==> config.mk <==
export PLATFORM = sky130hd
export DESIGN_NAME = writeback_stage
export DESIGN_NICKNAME = d
export VERILOG_FILES = /design/src/rtl/writeback_stage_pkg.sv /design/src/rtl/writeback_stage_store_ctrl.sv /design/src/rtl/writeback_stage.sv
export SDC_FILE = /design/constraint.sdc
export NUM_CORES = 1
export LEC_CHECK = 0
export CAP_MARGIN = 20
export CORE_AREA = 2 2 262 264
export DETAILED_ROUTE_END_ITERATION = 8
export DIE_AREA = 0 0 264 266
export PLACE_DENSITY_LB_ADDON = 0.12
export SYNTH_ARGS = -nofsm -noshare
export SYNTH_HDL_FRONTEND = slang
export SYNTH_SLANG_ARGS = --single-unit
export TNS_END_PERCENT = 1
==> constraint.sdc <==
create_clock -name CLK -period 2.99 [get_ports CLK]
set_input_delay 0.897 -clock CLK [delete_from_list [all_inputs] [get_ports CLK]]
set_output_delay 0.897 -clock CLK [all_outputs]
set_load 0.01 [all_outputs]
==> src/rtl/writeback_stage_pkg.sv <==
// Shared constants for the writeback stage: datasize codes, EFLAGS bit
// positions, control-store bit positions, the EX/WB latch payload and the
// store FSM state encodings.
package writeback_stage_pkg;

    // Datasize encodings carried down from decode.
    localparam logic [1:0] DS_BYTE  = 2'b00;
    localparam logic [1:0] DS_WORD  = 2'b01;
    localparam logic [1:0] DS_DWORD = 2'b10;
    localparam logic [1:0] DS_QWORD = 2'b11;

    // EFLAGS layout.
    localparam int unsigned  EFLAGS_ZF_BIT = 6;
    localparam logic [31:0]  EFLAGS_RESET  = 32'h0000_0002;

    // Control-store bit that requests an EFLAGS update at writeback.
    localparam int unsigned  CS_LD_FLAGS_WB = 37;

    // Store FSM states.
    localparam logic [1:0] MEM_IDLE = 2'b00;
    localparam logic [1:0] MEM_WAIT = 2'b01;
    localparam logic [1:0] MEM_DONE = 2'b10;

    // Payload held in the EX/WB latch (valid bit is kept separately).
    typedef struct packed {
        logic        ld_flags;
        logic [1:0]  ds;
        logic        ld_gpr1;
        logic        ld_gpr2;
        logic        ld_mm;
        logic        dcache_write;
        logic        repne;
        logic [31:0] res_a;
        logic [31:0] res_b;
        logic [31:0] res_c;
        logic [31:0] flags;
        logic [63:0] res_mm;
        logic [2:0]  dr1;
        logic [2:0]  dr2;
        logic [31:0] addr;
    } wb_latch_t;

    // Qword size selects the MMX datapath.
    function automatic logic is_qword(input logic [1:0] ds);
        return ds == DS_QWORD;
    endfunction

endpackage

==> src/rtl/writeback_stage_store_ctrl.sv <==
// Store controller for the writeback stage: tracks whether the current uop's
// dcache store is still outstanding, drives the request and the stage stall.
//
// Handshake: dcache_wr_req rises when a valid store uop sits in the latch and
// stays high (address/data/size stable) until dcache_wr_ack; ack may arrive in
// the same cycle as the first req. After the ack the FSM parks in DONE so the
// same uop never issues a second store.
module wb_store_ctrl
    import writeback_stage_pkg::*;
(
    input  logic       clk,
    input  logic       rst,
    input  logic       v,
    input  logic       dcache_write,
    input  logic       ack,
    input  logic       ld_eff,
    output logic       dcache_wr_req,
    output logic       wb_stall,
    output logic [1:0] mem_st
);

    logic [1:0] mem_st_q;
    logic [1:0] mem_st_d;

    // Next-state: a new latch load always restarts from IDLE, so an ack that
    // coincides with a load never leaves the fresh uop marked as stored.
    always_comb begin
        mem_st_d = mem_st_q;
        if (ld_eff) begin
            mem_st_d = MEM_IDLE;
        end else begin
            case (mem_st_q)
                MEM_IDLE: if (v && dcache_write) mem_st_d = ack ? MEM_DONE : MEM_WAIT;
                MEM_WAIT: begin
                    if (!v)      mem_st_d = MEM_IDLE;
                    else if (ack) mem_st_d = MEM_DONE;
                end
                MEM_DONE: if (!v) mem_st_d = MEM_IDLE;
                default:  mem_st_d = MEM_IDLE;
            endcase
        end
    end

    // State register with synchronous reset.
    always_ff @(posedge clk) begin
        if (rst) mem_st_q <= MEM_IDLE;
        else     mem_st_q <= mem_st_d;
    end

    assign dcache_wr_req = v & dcache_write & (mem_st_q != MEM_DONE);
    assign wb_stall      = dcache_wr_req & ~ack;
    assign mem_st        = mem_st_q;

endmodule

==> src/rtl/writeback_stage.sv <==
// Writeback stage: EX/WB latch, single retire per uop, GPR/MM/EFLAGS writes,
// dcache store issue via wb_store_ctrl, REPNE termination and flag forwarding.
module writeback_stage
    import writeback_stage_pkg::*;
#(
    parameter int unsigned ZF_BIT   = EFLAGS_ZF_BIT,
    parameter logic [31:0] FLAGS_RV = EFLAGS_RESET
) (
    input  logic         CLK,
    input  logic         RST,
    input  logic         WB_ld_latches,
    input  logic         WB_V_next,
    input  logic [127:0] WB_CONTROL_STORE_next,
    input  logic [1:0]   WB_d2_datasize_all_next,
    input  logic         WB_ex_ld_gpr1_wb_next,
    input  logic         WB_ex_ld_gpr2_wb_next,
    input  logic         WB_ex_ld_mm_wb_next,
    input  logic         WB_ex_dcache_write_wb_next,
    input  logic         WB_d2_repne_wb_next,
    input  logic [31:0]  WB_RESULT_A_next,
    input  logic [31:0]  WB_RESULT_B_next,
    input  logic [31:0]  WB_RESULT_C_next,
    input  logic [31:0]  WB_FLAGS_next,
    input  logic [63:0]  WB_RESULT_MM_next,
    input  logic [2:0]   WB_DR1_next,
    input  logic [2:0]   WB_DR2_next,
    input  logic [31:0]  WB_ADDRESS_next,
    input  logic         dcache_wr_ack,
    output logic         gpr_we1,
    output logic         gpr_we2,
    output logic [2:0]   gpr_wa1,
    output logic [2:0]   gpr_wa2,
    output logic [31:0]  gpr_wd1,
    output logic [31:0]  gpr_wd2,
    output logic [1:0]   gpr_ws,
    output logic         mm_we,
    output logic [2:0]   mm_wa,
    output logic [63:0]  mm_wd,
    output logic         dcache_wr_req,
    output logic [31:0]  dcache_wr_addr,
    output logic [63:0]  dcache_wr_data,
    output logic [1:0]   dcache_wr_size,
    output logic         WB_stall,
    output logic         wb_repne_terminate_all,
    output logic [31:0]  saved_count,
    output logic [31:0]  flags_dataforwarded
);

    localparam logic [4:0] ZF_IDX = 5'(ZF_BIT);

    wb_latch_t   lat_q, lat_d, lat_next;
    logic        v_q, v_d;
    logic        retired_q, retired_d;
    logic [31:0] eflags_q, eflags_d;
    logic [31:0] saved_count_q, saved_count_d;
    logic        ld_eff;
    logic        retire;
    logic        qword;
    logic        repne_term;
    logic        unused_cs;
    logic [1:0]  unused_mem_st;

    // Only the flags-load bit of the control word matters here.
    assign unused_cs = ^{WB_CONTROL_STORE_next[127:CS_LD_FLAGS_WB+1],
                         WB_CONTROL_STORE_next[CS_LD_FLAGS_WB-1:0]};

    assign ld_eff = WB_ld_latches & ~WB_stall;

    // Store FSM; its state net stays visible in the hierarchy for checkers.
    wb_store_ctrl u_store_ctrl (
        .clk           (CLK),
        .rst           (RST),
        .v             (v_q),
        .dcache_write  (lat_q.dcache_write),
        .ack           (dcache_wr_ack),
        .ld_eff        (ld_eff),
        .dcache_wr_req (dcache_wr_req),
        .wb_stall      (WB_stall),
        .mem_st        (unused_mem_st)
    );

    // Pack the incoming execute results into the latch payload.
    always_comb begin
        lat_next              = '0;
        lat_next.ld_flags     = WB_CONTROL_STORE_next[CS_LD_FLAGS_WB];
        lat_next.ds           = WB_d2_datasize_all_next;
        lat_next.ld_gpr1      = WB_ex_ld_gpr1_wb_next;
        lat_next.ld_gpr2      = WB_ex_ld_gpr2_wb_next;
        lat_next.ld_mm        = WB_ex_ld_mm_wb_next;
        lat_next.dcache_write = WB_ex_dcache_write_wb_next;
        lat_next.repne        = WB_d2_repne_wb_next;
        lat_next.res_a        = WB_RESULT_A_next;
        lat_next.res_b        = WB_RESULT_B_next;
        lat_next.res_c        = WB_RESULT_C_next;
        lat_next.flags        = WB_FLAGS_next;
        lat_next.res_mm       = WB_RESULT_MM_next;
        lat_next.dr1          = WB_DR1_next;
        lat_next.dr2          = WB_DR2_next;
        lat_next.addr         = WB_ADDRESS_next;
    end

    // A reset cycle never retires, even if an ack shows up during it.
    assign retire     = v_q & ~WB_stall & ~retired_q & ~RST;
    assign qword      = is_qword(lat_q.ds);
    assign repne_term = (lat_q.res_c == 32'h0) | lat_q.flags[ZF_IDX];

    // Next-state for latch, retire marker, EFLAGS and the REPNE count.
    always_comb begin
        v_d           = v_q;
        lat_d         = lat_q;
        retired_d     = retired_q;
        eflags_d      = eflags_q;
        saved_count_d = saved_count_q;
        if (retire) begin
            retired_d = 1'b1;
            if (lat_q.ld_flags) eflags_d      = lat_q.flags;
            if (lat_q.repne)    saved_count_d = lat_q.res_c;
        end
        if (ld_eff) begin
            v_d       = WB_V_next;
            lat_d     = lat_next;
            retired_d = 1'b0;
        end
    end

    // Stage registers with synchronous reset.
    always_ff @(posedge CLK) begin
        if (RST) begin
            v_q           <= 1'b0;
            lat_q         <= '0;
            retired_q     <= 1'b0;
            eflags_q      <= FLAGS_RV;
            saved_count_q <= 32'h0;
        end else begin
            v_q           <= v_d;
            lat_q         <= lat_d;
            retired_q     <= retired_d;
            eflags_q      <= eflags_d;
            saved_count_q <= saved_count_d;
        end
    end

    // Register-file writes fire in the retire cycle; qword GPR writes are dropped.
    // A REPNE uop writes its decremented count through port 2.
    assign gpr_we1 = retire & lat_q.ld_gpr1 & ~qword;
    assign gpr_we2 = retire & lat_q.ld_gpr2 & ~qword;
    assign gpr_wa1 = lat_q.dr1;
    assign gpr_wa2 = lat_q.dr2;
    assign gpr_wd1 = lat_q.res_a;
    assign gpr_wd2 = lat_q.repne ? lat_q.res_c : lat_q.res_b;
    assign gpr_ws  = lat_q.ds;

    assign mm_we = retire & lat_q.ld_mm;
    assign mm_wa = lat_q.dr1;
    assign mm_wd = lat_q.res_mm;

    assign dcache_wr_addr = lat_q.addr;
    assign dcache_wr_data = qword ? lat_q.res_mm : {32'h0, lat_q.res_a};
    assign dcache_wr_size = lat_q.ds;

    assign wb_repne_terminate_all = retire & lat_q.repne & repne_term;
    assign saved_count            = saved_count_q;
    assign flags_dataforwarded    = (v_q & lat_q.ld_flags & ~retired_q) ? lat_q.flags : eflags_q;

endmodule

==> qor.csv <==
stage,metric,value,unit
cts,clk root buf,clkbuf_16,
cts,CTS H-tree lvls,2,
sta,Final period util,97.6,%
critical_path,Setup CP Type,register to primary output,
final_layout,Sequential cell area,6130,um2
global_routing,met2 Usage GRT,24.3,%
cts,Bufs on Longest Clock Path,3,
global_routing,first-pass GRT wire length,76.9,mm
detailed_routing,post-DR wirelength/cell,18.3,um
detailed_routing,drt pass-1 iters,5,
floorplan,starting density of the core,19.4,%
floorplan,std cell rows,96,
power,Pwr per Cell Area,527,nW/um2
critical_path,Worst Setup End Kind,primary output,
critical_path,critical path required time,2090,ps
synth,Yosys reg bits,306,
synth,Post-Syn Area,13200,um2
cts,Clock transition at path regs,60,ps
sta,Fin Hold WS,452,ps
synth,Post-synth EDFFs,0,
critical_path,Worst EP arrival,2020,ps
synth,"Seq/Total Area, Yosys",46.6,%
final_layout,fin nets,2336,
global_routing,Global Route Usage Sum,14.4,%
detailed_routing,via/cell ratio,4.05,
synth,ys flop type,dfxtp_1,
floorplan,Die Footprint,70200,um2
sta,Hold Fails Final Rpt,0,
synth,synthesized net count,1943,
run,maxcap violations,0,
cts,CTS tree,done,
cts,Inserted Clock Buffers,40,
sta,RSZ-0062 raised after global routing,yes,
synth,fraction of registers with async set/reset,0,%
final_layout,area growth from synthesis to layout,53.3,%
final_layout,layout cells sized above 1,12.2,%
synth,Post-Syn Area per Cell,8.36,um2
placed_design,GPL Wtd Cong,0.764,
final_layout,multi-input logic area,5510,um2
detailed_routing,Vias,11700,
sta,measured slew at the worst slew-check pin,976,ps
synth,post-synth top area share,46.6,%
floorplan,area of the core,67700,um2
placed_design,placed wire-length estimate,38.1,mm
global_routing,met1 usage,17.7,%
floorplan,Top-Level Pins,677,
critical_path,CP startpoint kind,register,
global_routing,largest net degree at the start of global routing,83,
detailed_routing,Final ANT Viol Nets,0,
cts,CTS Hold Bufs,0,
global_routing,layer with the highest usage,met2,
power,Pwr Total,10.6,mW
sta,Setup Skew,13.9,ps
hold_path,Hold Path Class,register to register,
cts,Skew-Pair Late Insertion Delay,560,ps
synth,Synth warnings,0,
floorplan,Chip Width,264,um
power,Peak VDD IR,0.347,mV
status,outcome,"finished, final reports clean",
placed_design,IO buf count,549,
synth,"area leader, netlist",dfxtp_1,
floorplan,Die Ht,266,um
critical_path,Crit Path Max Fanout,20,
synth,"count leader, synth",nand2_1,
final_layout,# fillers,7238,
sta,Slew Limit Fails,0,
synth,Synth area leaders,"dfxtp_1 (47%), nand2_1 (14%), a21oi_1 (9.1%)",
detailed_routing,DR DRC count,0,
sta,FMAX,343,MHz
detailed_routing,DR iter-0 viols,530,
power,Static Leak,7.86,nW
global_routing,vias in the first global route,11600,
synth,synth unique cells,28,
cts,Clock Sinks,306,
sta,final worst path period need,2920,ps
synth,synth cell count leaders,"nand2_1 (479), dfxtp_1 (306), a21oi_1 (240), buf_4 (142), mux2_2 (95)",
global_routing,GR Util met3,4.44,%
sta,Rel. slew slack,34.9,%
detailed_routing,total detailed-routing wirelength,52.8,mm
global_routing,GRT overflow,0,
global_routing,initial antenna violation count,3,
sta,Setup Viol. Count Final,0,
synth,Cells after Synth,1573,
-- cell type report --
type,instances,share of cell area [%]
sequential,306,30.4
multi-input combinational,1012,27.3
timing repair buffer,602,30.2
tap,882,5.47
clock buffer,62,5.92
antenna,4,0.0496
clock inverter,11,0.583
inverter,4,0.0868
-- per-layer routing --
metal,wire length [um],up-vias
li1,-,5811
met1,22800,5492
met2,25300,313
met3,3530,61
met4,1140,2
met5,13,-
-- critical path, cell delays in order (launching register included) --
cell	delay (ps)
dfxtp_2	400
buf_12	200
mux2_2	350
clkdlybuf4s50_1	510
-- cell usage in the layout, fill, tap and decap left out, types with 2 or more instances in the layout --
master and instances:
clkbuf_8 11, inv_1 3, buf_6 3, mux2i_1 64, mux2_2 95, o21ai_0 4
dfxtp_1 303, nand4_1 2, clkdlybuf4s50_1 473, diode_2 4, buf_4 29, nor2b_1 2
a311oi_4 2, a21oi_1 240, dlygate4sd2_1 40, nand2_1 478, dlymetal6s2s_1 5, nor3_1 3
nand2b_1 4, and3_1 35, nor2_1 65, nor4_2 8, buf_8 3, clkdlybuf4s15_1 18
clkbuf_16 40, clkdlybuf4s15_2 4, buf_12 18, clkbuf_2 7, clkbuf_1 11, dfxtp_2 3
clkinv_2 4, clkinvlp_4 3
-- state kept, by name (all words and copies together), names as in the netlist, 2 cells and up --
| signal | count |
|---|---|
| lat_q | 102 |
| mm_wd | 64 |
| dcache_wr_addr | 32 |
| eflags_q | 32 |
| gpr_wd1 | 32 |
| saved_count | 32 |
| gpr_wa1 | 3 |
| gpr_wa2 | 3 |
| dcache_wr_size | 2 |
| u_store_ctrl.mem_st | 2 |
-- per-stage QoR --
step / utilization [%] / setup WS (ps) / instance area (um2) / TNS [ps] / std cells
6_report: 29.8 / 71.5 / 20200 / 0 / 2883
5_1_grt: 29.8 / -5.24 / 20200 / -11.9 / 2880
4_1_cts: 29.7 / -20.3 / 20100 / -78.7 / 2879
3_5_place_dp: 27.7 / -851 / 18800 / -3130 / 2804
3_3_place_gp: 27.7 / -844 / 18800 / -3140 / 2804
2_1_floorplan: - / 205 / 13200 / 0 / 1573
-- final timing paths --
check,from,endpoint,slack (ps),cells past startpoint
setup / recovery,lat_q[230],gpr_wd2[3],70,3
hold / removal,lat_q[187],lat_q[187],450,2
setup reg to reg,retired_q,saved_count[20],1060,6
hold reg to reg,lat_q[187],lat_q[187],450,2
-- kinds of logic after synthesis --
group	after synthesis	synth area share, %
multiplexers	159	13.0
buffers and inverters	255	12.1
AO/OA/AOI/OAI	250	9.97
flip-flops	306	46.6
AND/OR/NAND/NOR	603	18.4
-- where the power goes --
group	switching (mW)	leakage (nW)	total (mW)	internal, mW
clock network	1.97	0.636	4.82	2.85
registers	0.141	2.51	4.41	4.26
logic	0.625	4.72	1.40	0.778
total	2.74	7.86	10.6	7.89
-- repair_timing --
item	in CTS	in global routing
cloned	1	0
pin swaps	1	2
gates resized for setup	111	33
endpoints found under the setup margin	94	55
buffers inserted	1	0
No activity file was read; power rests on OpenSTA's default activity.
